`config.mk`:
```
export PLATFORM = sky130hd
export DESIGN_NAME = uart_tx_arbiter_flat
export DESIGN_NICKNAME = d
export VERILOG_FILES = /design/src/rtl/uart_tx_arbiter_if.sv /design/src/rtl/uart_tx_arbiter.sv /design/src/flat_wrapper.sv
export SDC_FILE = /design/constraint.sdc
export NUM_CORES = 1
export LEC_CHECK = 0
export CORE_MARGIN = 3
export CORE_UTILIZATION = 40
export DETAILED_ROUTE_END_ITERATION = 12
export GPL_ROUTABILITY_DRIVEN = 0
export PLACE_DENSITY = 0.81
export SLEW_MARGIN = 20
export SYNTH_ARGS = -nofsm -noshare
export SYNTH_HDL_FRONTEND = slang
export SYNTH_SLANG_ARGS = --single-unit
```
`constraint.sdc`:
```
create_clock -name clk -period 2.8 [get_ports clk]
set_input_delay 0.56 -clock clk [delete_from_list [all_inputs] [get_ports clk]]
set_output_delay 0.56 -clock clk [all_outputs]
set_load 0.01 [all_outputs]
```
`src/rtl/uart_tx_arbiter_if.sv`:
```
// Handshake bundle between the requesters/UART transmitter (master) and the
// round-robin arbiter (slave).
interface uart_tx_arbiter_if;
  logic [3:0]  req;
  logic [31:0] req_data;
  logic [3:0]  grant;
  logic [3:0]  ack;
  logic [3:0]  done;
  logic        tx_start;
  logic [7:0]  tx_data;
  logic        transmitting;
  logic        transmitted;
  logic        err;

  modport master (
    output req, req_data, transmitting, transmitted,
    input  grant, ack, done, tx_start, tx_data, err
  );

  modport slave (
    input  req, req_data, transmitting, transmitted,
    output grant, ack, done, tx_start, tx_data, err
  );
endinterface

```
`src/rtl/uart_tx_arbiter.sv`:
```
// Four-requester round-robin arbiter in front of a single UART transmitter.
// Define UART_ARB_TIMEOUT_EN to add a TIMEOUT_CYCLES watchdog that pulses err.
module uart_tx_arbiter #(
  parameter logic [15:0] TIMEOUT_CYCLES = 16'd40000
) (
  input logic             clk,
  input logic             rst,
  uart_tx_arbiter_if.slave bus
);

  typedef enum logic [1:0] {
    StIdle     = 2'b00,
    StWaitBusy = 2'b01,
    StWaitDone = 2'b10
  } state_e;

  state_e      state_q;
  logic [3:0]  grant_q;
  logic [3:0]  ack_q;
  logic [3:0]  done_q;
  logic        tx_start_q;
  logic [7:0]  tx_data_q;
  logic [1:0]  last_ptr_q;
  logic [1:0]  owner_q;

  logic [1:0]  win_idx;
  logic [1:0]  cand;
  logic        win_valid;
  logic        in_wait;
  logic        timeout_hit;

  assign in_wait = (state_q == StWaitBusy) || (state_q == StWaitDone);

  // Search upward from the requester after the last owner, wrapping at 3.
  always_comb begin
    win_idx   = 2'd0;
    win_valid = 1'b0;
    cand      = 2'd0;
    for (int i = 1; i <= 4; i++) begin
      cand = last_ptr_q + 2'(i);
      if (!win_valid && bus.req[cand]) begin
        win_idx   = cand;
        win_valid = 1'b1;
      end
    end
  end

  always_ff @(posedge clk or negedge rst) begin
    if (!rst) begin
      state_q    <= StIdle;
      grant_q    <= 4'b0000;
      ack_q      <= 4'b0000;
      done_q     <= 4'b0000;
      tx_start_q <= 1'b0;
      tx_data_q  <= 8'h00;
      last_ptr_q <= 2'd3;
      owner_q    <= 2'd0;
    end else begin
      ack_q      <= 4'b0000;
      done_q     <= 4'b0000;
      tx_start_q <= 1'b0;
      case (state_q)
        StIdle: begin
          if (win_valid) begin
            tx_data_q  <= bus.req_data[{win_idx, 3'b000} +: 8];
            grant_q    <= 4'b0001 << win_idx;
            ack_q      <= 4'b0001 << win_idx;
            tx_start_q <= 1'b1;
            owner_q    <= win_idx;
            state_q    <= StWaitBusy;
          end
        end
        StWaitBusy, StWaitDone: begin
          // Completion takes precedence over both the busy hop and the watchdog.
          if (bus.transmitted) begin
            done_q     <= grant_q;
            grant_q    <= 4'b0000;
            last_ptr_q <= owner_q;
            state_q    <= StIdle;
          end else if (timeout_hit) begin
            grant_q    <= 4'b0000;
            last_ptr_q <= owner_q;
            state_q    <= StIdle;
          end else if (state_q == StWaitBusy && bus.transmitting) begin
            state_q <= StWaitDone;
          end
        end
        default: state_q <= StIdle;
      endcase
    end
  end

`ifdef UART_ARB_TIMEOUT_EN
  logic [15:0] cnt_q;
  logic        err_q;

  assign timeout_hit = in_wait && !bus.transmitted && ((cnt_q + 16'd1) == TIMEOUT_CYCLES);

  always_ff @(posedge clk or negedge rst) begin
    if (!rst) begin
      cnt_q <= 16'd0;
      err_q <= 1'b0;
    end else begin
      err_q <= timeout_hit;
      if (state_q == StIdle && win_valid) begin
        cnt_q <= 16'd0;
      end else if (in_wait) begin
        cnt_q <= cnt_q + 16'd1;
      end
    end
  end

  assign bus.err = err_q;
`else
  logic unused_timeout;

  assign timeout_hit    = 1'b0;
  assign unused_timeout = ^{TIMEOUT_CYCLES, in_wait};
  assign bus.err        = 1'b0;
`endif

  assign bus.grant    = grant_q;
  assign bus.ack      = ack_q;
  assign bus.done     = done_q;
  assign bus.tx_start = tx_start_q;
  assign bus.tx_data  = tx_data_q;

endmodule
```
`src/flat_wrapper.sv`:
```
// flat-port wrapper written by rule: the top's interface ports become plain ports
module uart_tx_arbiter_flat 
#(
  parameter logic [15:0] TIMEOUT_CYCLES = 16'd40000
)
  (clk, rst, bus_req, bus_req_data, bus_transmitting, bus_transmitted, bus_grant, bus_ack, bus_done, bus_tx_start, bus_tx_data, bus_err);
  uart_tx_arbiter_if bus_i ();
  input logic clk;
  input logic rst;
  input wire logic [$bits(bus_i.req)-1:0] bus_req;
  input wire logic [$bits(bus_i.req_data)-1:0] bus_req_data;
  input wire logic [$bits(bus_i.transmitting)-1:0] bus_transmitting;
  input wire logic [$bits(bus_i.transmitted)-1:0] bus_transmitted;
  output wire logic [$bits(bus_i.grant)-1:0] bus_grant;
  output wire logic [$bits(bus_i.ack)-1:0] bus_ack;
  output wire logic [$bits(bus_i.done)-1:0] bus_done;
  output wire logic [$bits(bus_i.tx_start)-1:0] bus_tx_start;
  output wire logic [$bits(bus_i.tx_data)-1:0] bus_tx_data;
  output wire logic [$bits(bus_i.err)-1:0] bus_err;
  assign bus_i.req = bus_req;
  assign bus_i.req_data = bus_req_data;
  assign bus_i.transmitting = bus_transmitting;
  assign bus_i.transmitted = bus_transmitted;
  assign bus_grant = bus_i.grant;
  assign bus_ack = bus_i.ack;
  assign bus_done = bus_i.done;
  assign bus_tx_start = bus_i.tx_start;
  assign bus_tx_data = bus_i.tx_data;
  assign bus_err = bus_i.err;
  uart_tx_arbiter #(.TIMEOUT_CYCLES(TIMEOUT_CYCLES)) u_core (.clk(clk), .rst(rst), .bus(bus_i));
endmodule
```
==> impl_metrics.yaml <==
detailed_routing:
  vias: 1317
  ant_nets: 0
  drc: 0
  via_per_inst: 5.29
  drt_wl_total_um: 3860
  firstDrtPassIters: 6
  drt-initial-drc-count: 43
  wl_per_cell_um: 15.5
critical_path:
  timing.rr.end: "u_core.state_q[0]"
  rr_startpoint: "u_core.state_q[0]"
  start_kind: "input pin"
  worst_r2r_path_depth: 6
  path_max_fanout: 13
  crit_required_ps: 2950
  arrival_ps: 2370
  crit_path_max_incr_delay_ps: 500
  r2r_slack_ps: 900
  slowest_stage: "clkdlybuf4s50_1"
  crit_chain: "clkdlybuf4s50_1 > nor2b_4 > o21a_1 > nor3_4 > buf_4 > mux2i_1 > o211ai_1"
  timing_worst_setup_path_type: "in -> reg"
  endpoint_kind: "flop"
timing:
  hold_viol: 0
  setup_tns_ps: 0
  worstMarginPinSlew_ps: 643
  max_slew_margin_pct: 57.0
  hold-worst-slack_ps: 490
  maxSlewViolCount: 0
  fmax_ghz: 0.451
  fin_skew_ps: 4.05
  setup_viol: 0
  min_period_over_period_pct: 79.3
  rsz0062_at_grt: "false"
  fin_crit_ps: 2220
synthesis:
  yosysUniqueCellTypes: 40
  synthesis.nets: 183
  yosys.area.top_type: "dfrtp_1"
  netlist.area_leader.share_pct: 41.7
  synth_area_per_cell_um2: 10.6
  syn_area_um2: 1500
  synth_seq_cells: 27
  yosys-top-cells-area: "dfrtp_1, mux2i_1, and4_1"
  ys_seq_area_share_pct: 45.2
  synth_warnings: 0
  netlist_instances: 141
floorplan:
  fp.dieW_um: 67.3
  core_um2: 3470
  initial_core_util_pct: 43.3
  dieArea_um2: 4520
  die_h_um: 67.3
  rows: 21
  ios: 62
global_routing:
  grt_pass1_wl_um: 6090
  grt_max_degree: 18
  grt_pass1_vias: 1335
  grt_overflow: 0
  antenna_found_initial: 0
  grt_use_total_pct: 17.7
pwr:
  p_leak_nw: 0.943
  cellPowerDensity_nw_per_um2: 880
  ir_drop_uv: 357
  finalPower_mw: 1.93
cts:
  htree_levels: 1
  root_buffer: "clkbuf_8"
  clkTransAtPathRegs_ps: 90
  clk_latency_ps: 270
  post_cts_buffers: 0
  numCtsBuffers: 3
  clockBufferDepth: 2
  cts.sinks: 27
  cts_hold_buf: 0
  ctsResizeCount: 0
  tritoncts: "built"
finish:
  final_common_cell: "clkdlybuf4s50_1"
  antennaDiodeCount: 0
  area_delta_synth_final_pct: 46.3
  drive_gt1_share_pct: 13.3
  mostFrequentLayoutCells: "clkdlybuf4s50_1, dfrtp_1, nand2_1"
  final_util_pct: 63.3
  nFillCells: 292
  fin_nets: 246
job:
  maxCapViolCount: 0
hold_path:
  hold_end: "u_core.owner_q[1]"
  hold_depth: 2
  hold_path_class: "reg -> reg"
  hold_start: "u_core.owner_q[1]"
placement:
  dp_hpwl_um: 3170
  io_buffers: 60
outcome:
  outcome: "finished clean"
[sequential cells by signal, summed over array words and instances (netlist names)]
signal	flops
u_core.bus.grant	4
u_core.last_ptr_q	2
u_core.bus.ack	4
u_core.bus.tx_start	1
u_core.state_q	2
u_core.bus.done	4
u_core.bus.tx_data	8
u_core.owner_q	2
[cell families (layout without fill, tap and decap cells)]
| kind of cell | Yosys count | after routing | synth area share [%] |
|---|---|---|---|
| fa+ha+maj | 2 | 2 | 1.67 |
| mux | 10 | 10 | 6.83 |
| simple gates | 48 | 48 | 19.2 |
| other cells | 1 | 1 | 0.250 |
| compound gates | 43 | 43 | 22.8 |
| flops | 27 | 27 | 45.2 |
| buf+inv | 10 | 72 | 4.08 |
[cell usage after synthesis (all sizes together)]
cell type,instances
o31a,8
dfstp,2
o211ai,8
conb,1
a21o,1
and3,4
nor2b,3
o22a,1
nand2b,3
nor3,3
and2,1
ha,2
a21oi,4
mux2i,8
nor4,1
or3b,1
nand2,18
o31ai,2
o21ai,12
mux2,2
o41ai,2
clkbuf,3
and4,8
inv,3
dfrtp,25
a21boi,1
nor2,6
o21a,4
buf,4
[worst max path at each step]
stage               start                     to  slack [ps]  cells past startpoint
4_1_cts        bus_req[3]  u_core.bus.tx_data[0]         580                      7
3_5_place_dp   bus_req[3]  u_core.bus.tx_data[0]         300                      7
2_1_floorplan  bus_req[3]  u_core.bus.tx_data[2]         950                      7
5_1_grt        bus_req[3]  u_core.bus.tx_data[7]         430                      6
6_report       bus_req[3]  u_core.bus.tx_data[0]         580                      7
3_3_place_gp   bus_req[3]  u_core.bus.tx_data[1]         410                      7
[report_power, final]
group          leakage (nW)  internal (mW)  switching [mW]
combinational         0.572          0.518           0.551
sequential            0.345          0.547          0.0874
clock                0.0261          0.104           0.124
[metrics by stage]
step / setup WS [ps] / instances / instance area, um^2
after floorplan: 952 / 141 / 1500
after global placement: 410 / 245 / 2150
after detailed placement: 296 / 245 / 2150
after CTS: 584 / 249 / 2200
after global routing: 430 / 249 / 2200
final: 580 / 249 / 2200
[critical path: cells and delay by family]
kind                   cells  cell delay, ps
AOI/OAI and AO/OA          2             400
buffers and inverters      2             760
and+or+nand+nor            2             370
muxes                      1             260
[metal layers]
metal	track usage, %	wire length [um]
met1	23.8	1650
met2	29.8	1960
met3	1.83	197
met4	5.82	50
met5	0	0
[area by class of cell]
cell class	instances	area, um^2	area share [%]
Tap cell	46	57.6	2.62
Inverter	3	11.3	0.513
Sequential cell	27	678	30.9
Clock buffer	3	41.3	1.88
Multi-Input combinational cell	104	762	34.7
Clock inverter	1	8.76	0.399
Timing Repair Buffer	65	638	29.0
Note: power is estimated with default switching activity, not from simulation.
